==> config.mk <==
export PLATFORM = sky130hd
export DESIGN_NAME = gray_counter_bank
export DESIGN_NICKNAME = d
export VERILOG_FILES = /design/src/rtl/gray_bank_pkg.sv /design/src/rtl/gray_bank_rr_arb.sv /design/src/rtl/inc_gray_c.sv /design/src/rtl/gray_counter_bank.sv
export SDC_FILE = /design/constraint.sdc
export NUM_CORES = 1
export LEC_CHECK = 0
export CORE_ASPECT_RATIO = 1.4
export CORE_MARGIN = 2
export CORE_UTILIZATION = 50
export CTS_CLUSTER_SIZE = 24
export DETAILED_ROUTE_END_ITERATION = 16
export PLACE_DENSITY = 0.8
export SLEW_MARGIN = 20
export SYNTH_ARGS = -nofsm -noshare
export SYNTH_HDL_FRONTEND = slang
export SYNTH_SLANG_ARGS = --single-unit
export TNS_END_PERCENT = 20
==> constraint.sdc <==
create_clock -name clk_i -period 7.55 [get_ports clk_i]
set_input_delay 1.1325 -clock clk_i [delete_from_list [all_inputs] [get_ports clk_i]]
set_output_delay 1.1325 -clock clk_i [all_outputs]
set_load 0.03 [all_outputs]
==> src/rtl/gray_bank_pkg.sv <==
// Shared helpers for the Gray counter bank.
//   gray_wrap_val(width) : Gray code of binary all-ones for a word of 'width' bits
//   rr_pick(elig, ptr, n): first set bit of elig at or after ptr, wrapping modulo n
package gray_bank_pkg;

  localparam int MAX_W  = 64;
  localparam int MAX_CH = 64;
  localparam int IDX_W  = 6;

  typedef struct packed {
    logic             found;
    logic [IDX_W-1:0] idx;
  } rr_pick_t;

  // Binary all-ones maps to a Gray word with only the MSB set.
  function automatic logic [MAX_W-1:0] gray_wrap_val(input int width);
    logic [MAX_W-1:0] r;
    r = '0;
    r[width-1] = 1'b1;
    return r;
  endfunction

  function automatic rr_pick_t rr_pick(input logic [MAX_CH-1:0] eligible,
                                       input int unsigned       ptr,
                                       input int unsigned       n);
    rr_pick_t    res;
    int unsigned c;
    res = '0;
    for (int unsigned i = 0; i < MAX_CH; i++) begin
      if (i < n) begin
        c = ptr + i;
        if (c >= n) c = c - n;
        if (!res.found && eligible[c]) begin
          res.found = 1'b1;
          res.idx   = IDX_W'(c);
        end
      end
    end
    return res;
  endfunction

endpackage

==> src/rtl/gray_bank_rr_arb.sv <==
// Round-robin arbiter for the Gray counter bank; owns the rotating pointer.
//   clk, rst   : clock, synchronous active-high reset
//   eligible   : per-channel eligible requests (already masked by enable/clear/reset)
//   grant      : one-hot or zero grant, combinational
//   grant_idx  : index of the granted channel
//   grant_vld  : a grant is issued this cycle
//   rr_q       : current search start
module gray_bank_rr_arb
  import gray_bank_pkg::*;
#(
  parameter int CHANNELS = 4,
  parameter int IW       = $clog2(CHANNELS)
) (
  input  logic                clk,
  input  logic                rst,
  input  logic [CHANNELS-1:0] eligible,
  output logic [CHANNELS-1:0] grant,
  output logic [IW-1:0]       grant_idx,
  output logic                grant_vld,
  output logic [IW-1:0]       rr_q
);

  logic [MAX_CH-1:0] elig_ext;
  rr_pick_t          pick;

  always_comb begin
    elig_ext                 = '0;
    elig_ext[CHANNELS-1:0]   = eligible;
    pick                     = rr_pick(elig_ext, 32'(rr_q), CHANNELS);
    grant_vld                = pick.found;
    grant_idx                = IW'(pick.idx);
    grant                    = '0;
    if (grant_vld) grant[grant_idx] = 1'b1;
  end

  always_ff @(posedge clk) begin
    if (rst) begin
      rr_q <= '0;
    end else if (grant_vld) begin
      rr_q <= (grant_idx == IW'(CHANNELS - 1)) ? '0 : grant_idx + 1'b1;
    end
  end

endmodule

==> src/rtl/inc_gray_c.sv <==
// IncGrayC: combinational Gray-code incrementer.
//   a  : Gray input word
//   ci : increment enable (carry in)
//   z  : a + ci in Gray order, modulo 2^WIDTH
// SPEED 0 converts through binary; SPEED 1/2 flip a single bit chosen by parity.
module IncGrayC #(
  parameter int WIDTH = 16,
  parameter int SPEED = 2
) (
  input  logic [WIDTH-1:0] a,
  input  logic             ci,
  output logic [WIDTH-1:0] z
);

  if (SPEED == 0) begin : g_slow
    logic [WIDTH-1:0] bin;
    logic [WIDTH-1:0] sum;
    always_comb begin
      bin[WIDTH-1] = a[WIDTH-1];
      for (int i = WIDTH - 2; i >= 0; i--) bin[i] = bin[i+1] ^ a[i];
      sum = bin + WIDTH'(ci);
      z   = sum ^ (sum >> 1);
    end
  end else begin : g_fast
    // Even parity: flip bit 0. Odd parity: flip the bit left of the lowest set bit;
    // when that lowest set bit is the MSB, clearing it wraps to zero.
    logic found;
    always_comb begin
      z     = a;
      found = 1'b0;
      if (ci) begin
        if (!(^a)) begin
          z[0] = ~a[0];
        end else begin
          for (int i = 0; i < WIDTH - 1; i++) begin
            if (!found && a[i]) begin
              z[i+1] = ~a[i+1];
              found  = 1'b1;
            end
          end
          if (!found) z[WIDTH-1] = ~a[WIDTH-1];
        end
      end
    end
  end

endmodule

==> src/rtl/gray_counter_bank.sv <==
// Bank of Gray counters sharing one incrementer behind a round-robin arbiter.
//   clk_i, rst_i : clock, synchronous active-high reset
//   en_i         : global enable for grants
//   inc_req_i    : per-channel level increment request
//   clr_i        : per-channel synchronous clear (wins over increment)
//   inc_ack_o    : one-hot/zero grant in the request cycle
//   cnt_o        : registered counters, channel c at [c*WIDTH +: WIDTH]
//   wrap_o       : previous cycle's grant wrapped its counter to zero
//   wrap_id_o    : channel that wrapped
module gray_counter_bank
  import gray_bank_pkg::*;
#(
  parameter int WIDTH    = 16,
  parameter int CHANNELS = 4,
  parameter int SPEED    = 2,
  parameter int IW       = $clog2(CHANNELS)
) (
  input  logic                      clk_i,
  input  logic                      rst_i,
  input  logic                      en_i,
  input  logic [CHANNELS-1:0]       inc_req_i,
  input  logic [CHANNELS-1:0]       clr_i,
  output logic [CHANNELS-1:0]       inc_ack_o,
  output logic [CHANNELS*WIDTH-1:0] cnt_o,
  output logic                      wrap_o,
  output logic [IW-1:0]             wrap_id_o
);

  localparam logic [WIDTH-1:0] WRAP_VAL = WIDTH'(gray_wrap_val(WIDTH));

  logic [WIDTH-1:0]    cnt_q [CHANNELS];
  logic [CHANNELS-1:0] eligible;
  logic [CHANNELS-1:0] grant;
  logic [IW-1:0]       grant_idx;
  logic                grant_vld;
  logic [IW-1:0]       rr_q;
  logic [WIDTH-1:0]    sel_val;
  logic [WIDTH-1:0]    inc_val;

  // Reset masks arbitration so no ack is shown in the reset cycle.
  assign eligible  = (en_i && !rst_i) ? (inc_req_i & ~clr_i) : '0;
  assign inc_ack_o = grant;

  gray_bank_rr_arb #(
    .CHANNELS (CHANNELS),
    .IW       (IW)
  ) u_arb (
    .clk       (clk_i),
    .rst       (rst_i),
    .eligible  (eligible),
    .grant     (grant),
    .grant_idx (grant_idx),
    .grant_vld (grant_vld),
    .rr_q      (rr_q)
  );

  assign sel_val = cnt_q[grant_idx];

  IncGrayC #(
    .WIDTH (WIDTH),
    .SPEED (SPEED)
  ) u_inc (
    .a  (sel_val),
    .ci (1'b1),
    .z  (inc_val)
  );

  always_ff @(posedge clk_i) begin
    if (rst_i) begin
      for (int c = 0; c < CHANNELS; c++) cnt_q[c] <= '0;
      wrap_o    <= 1'b0;
      wrap_id_o <= '0;
    end else begin
      for (int c = 0; c < CHANNELS; c++) begin
        if (clr_i[c])      cnt_q[c] <= '0;
        else if (grant[c]) cnt_q[c] <= inc_val;
      end
      wrap_o <= grant_vld && (sel_val == WRAP_VAL);
      if (grant_vld && (sel_val == WRAP_VAL)) wrap_id_o <= grant_idx;
    end
  end

  for (genvar c = 0; c < CHANNELS; c++) begin : g_out
    assign cnt_o[c*WIDTH +: WIDTH] = cnt_q[c];
  end

endmodule

==> run_results.csv <==
group,metric,value,unit
synth,ys_ff_latch,69,
timing,layout_min_cycle_time,7.04,ns
cts,cts_setup_buffers,0,
global_routing,grt_usage,24.0,%
worst_setup_path,crit_family,"simple AND/OR/NAND/NOR gates",
place,place.gp.congestion,0.900,
synth,synthMuxAreaShare,15.7,%
final_layout,antennaDiodeCount,0,
worst_setup_path,worstSetupEndpointType,"register",
synth,synth_compound_gate_area_share,7.93,%
timing,tns,0,ns
place,dpl_cell_area,5520,µm²
worst_setup_path,cp.buffers_inverters,2,
die,num_rows,41,
synth,synth_top_area_share,41.3,%
final_layout,utilization,64.2,%
global_routing,grt_start_max_net_pins,29,
worst_setup_path,cp.required,7.72,ns
die,initial_core_util,51.6,%
final_layout,final_nets,558,
drt,first_pass_iters,7,
synth,yosys.cell_types.count,70,
synth,yosys-top-cells-area,"edfxtp_1 41%, mux2i_1 12%, nand2_1 6.0%",
final_layout,n_fill_cell,712,
worst_setup_path,path_cells,"clkdlybuf4s50_1 > and4bb_4 > a22oi_1 > nand2_1 > or3_1 > nand2_4 > mux2i_1 > mux2i_1 > inv_1 > ha_1 > xnor2_1 > xnor2_1 > xnor2_1 > nand2_1 > a211oi_2 > a32o_2 > nand3_4 > nor4_4 > mux2i_1",
drt,antenna_left,0,
global_routing,antenna_found_initial,0,
timing,setup_violations,0,
worst_setup_path,worstSetupPathType,"input pin to register",
timing,maxSlewViolCount,0,
synth,synth_xor_area_share,3.01,%
final_layout,final_common_cell,"clkdlybuf4s50_1",
drt,totalWireLength,12200,µm
synth,synth-simple-area-share,21.7,%
worst_setup_path,slowest_stage,"clkdlybuf4s50_1",
timing,skew,0.00596,ns
synth,synth_area,4660,µm²
place,dp_hpwl,8890,µm
synth,async_reset_ff_share,0,%
cts,clk_pin_slew_worst_paths,0.05,ns
pwr,p_per_area,289,nW/µm²
timing,max-slew-margin-rel,27.7,%
pwr,power.leakage,0.00206,µW
cts,clock-root-buffer,"clkbuf_16",
synth,yosysTopAreaCell,"edfxtp_1",
drt,drc,0,
global_routing,grt_pass1_wl,19000,µm
final_layout,final_cell_mix,"81 x clkdlybuf4s50_1, 75 x nand2_1, 64 x edfxtp_1",
synth,yosysSeqAreaShare,43.4,%
synth,postSynthAreaPerCell,10.2,µm²
worst_setup_path,cp.arrival,7.21,ns
timing,post-route-period-util,93.3,%
drt,wl_per_cell,18.9,µm
timing,rsz0062_at_grt,"false",
timing,tightestPinTransition,1.08,ns
cts,hold_buffers,0,
synth,yosys_most_used_dff,"edfxtp_1",
place,io_buffers,81,
synth,synth_top_family_by_area,"simple AND/OR/NAND/NOR gates",
synth,synth_fp_nets,483,
final_layout,syn2layout_area_growth,24.6,%
global_routing,grt.overflow.total,0,
synth,yosys.area_share.adder,4.30,%
die,io_pins,82,
worst_setup_path,startpoint_type,"input pin",
job,drv_cap,0,
die,die_width,85.6,µm
drt,via_per_inst,6.02,
drt,vias,3869,
synth,synth_cells,456,
timing,max_freq,142,MHz
final_layout,layout-drive-gt1-share,10.8,%
cts,cts_tree,"done",
cts,cts_resized,0,
die,die_height,118,µm
cts,cts_max_level,3,
die,core,9030,µm²
global_routing,grt_pass1_vias,3759,
pwr,vdd_drop_max,192,µV
run_status,status,"complete, no violations",
die,die_area,10100,µm²
worst_setup_path,max_stage_delay,0.70,ns
drt,drt_iter0_markers,426,
worst_setup_path,critPathMaxFanout,28,
timing,hold_viol,0,
synth,ys_warn_count,0,
final_layout,final_area,5800,µm²
cts,clk_path_buf_depth,2,
cts,clk_latency,0.34,ns
synth,synth_edf_count,64,
cts,clkSinkCount,69,
cts,cts_buffers,9,
hold_path,hold_class,"register to register",
[routing by layer]
layer / global-route usage (%) / wire length, µm / up-vias / share of wire, %
met5: 0 / 0 / - / 0
met4: 8.23 / 262 / 0 / 2.2
met1: 28.0 / 4670 / 1886 / 38
met2: 44.2 / 6610 / 173 / 54
li1: - / - / 1782 / -
met3: 3.07 / 632 / 28 / 5.2
[cells in the mapped netlist, types with 2 or more instances]
master	instances
o22a_1	3
mux2i_1	57
inv_1	16
inv_2	3
nand2_1	75
nand3_1	6
a31oi_1	4
nand2_2	2
buf_1	4
o221ai_1	2
a31o_2	2
or3_1	5
o21ai_0	9
clkbuf_1	6
nor3_1	5
dfxtp_1	5
nor2b_1	3
nor4_4	3
nor3_2	2
xnor2_1	15
o21bai_1	2
ha_1	16
and4bb_4	2
edfxtp_1	64
mux2_2	10
buf_2	6
nor3b_1	3
buf_6	2
or2_2	4
nand4_1	3
nor3_4	2
nand2b_1	8
a21oi_1	5
a211oi_1	4
nor2_1	61
buf_4	3
[cell type report]
cell class	instances	area, µm²	share of cell area, %
Multi-Input combinational cell	347	2450	42.2
Inverter	19	71.3	1.23
Clock inverter	6	53.8	0.928
Tap cell	107	134	2.31
Sequential cell	69	2020	34.9
Timing Repair Buffer	85	841	14.5
Clock buffer	10	229	3.95
[where the power goes]
part | switching, µW | total [µW] | internal, µW | leakage [µW]
clock network | 153 | 404 | 251 | 0.000135
registers | 24.7 | 480 | 455 | 0.000757
logic | 499 | 790 | 290 | 0.00117
[state kept, by name (all words and copies together) (netlist names)]
name	cells
u_arb.rr_q	2
wrap_id_o	2
cnt_q	64
wrap_o	1
[metrics by stage]
stage | hold slack, ns | cells | setup slack, ns | power [µW]
global placement | 0.483 | 627 | 0.665 | 1250
global route | 0.563 | 643 | 0.149 | 1750
CTS | 0.514 | 643 | 0.615 | 1670
floorplan | 0.618 | 456 | 1.66 | 1080
detailed placement | 0.507 | 627 | 0.353 | 1270
finish | 0.518 | 643 | 0.509 | 1670
[cell families (layout without fill, tap and decap cells)]
kind of cell,count (synthesis),in the layout
simple gates,196,196
fa+ha+maj,16,16
buf+inv,40,120
flops,69,69
mux,70,70
compound gates,49,49
xor+xnor,16,16
[final timing paths]
kind	end	startpoint	slack, ns	cells after the start
worst min-delay path	wrap_id_o[0]	wrap_id_o[0]	0.52	2
worst min register to register	wrap_id_o[0]	wrap_id_o[0]	0.52	2
worst max-delay path	cnt_q[2][15]	rst_i	0.51	19
worst max register to register	cnt_q[2][15]	u_arb.rr_q[1]	1.06	20
[worst min-delay path: stages (launching register included)]
cell	delay (ns)
dfxtp_1	0.33
mux2i_1	0.08
nor2_1	0.07
No activity file was read; power rests on OpenSTA's default activity.
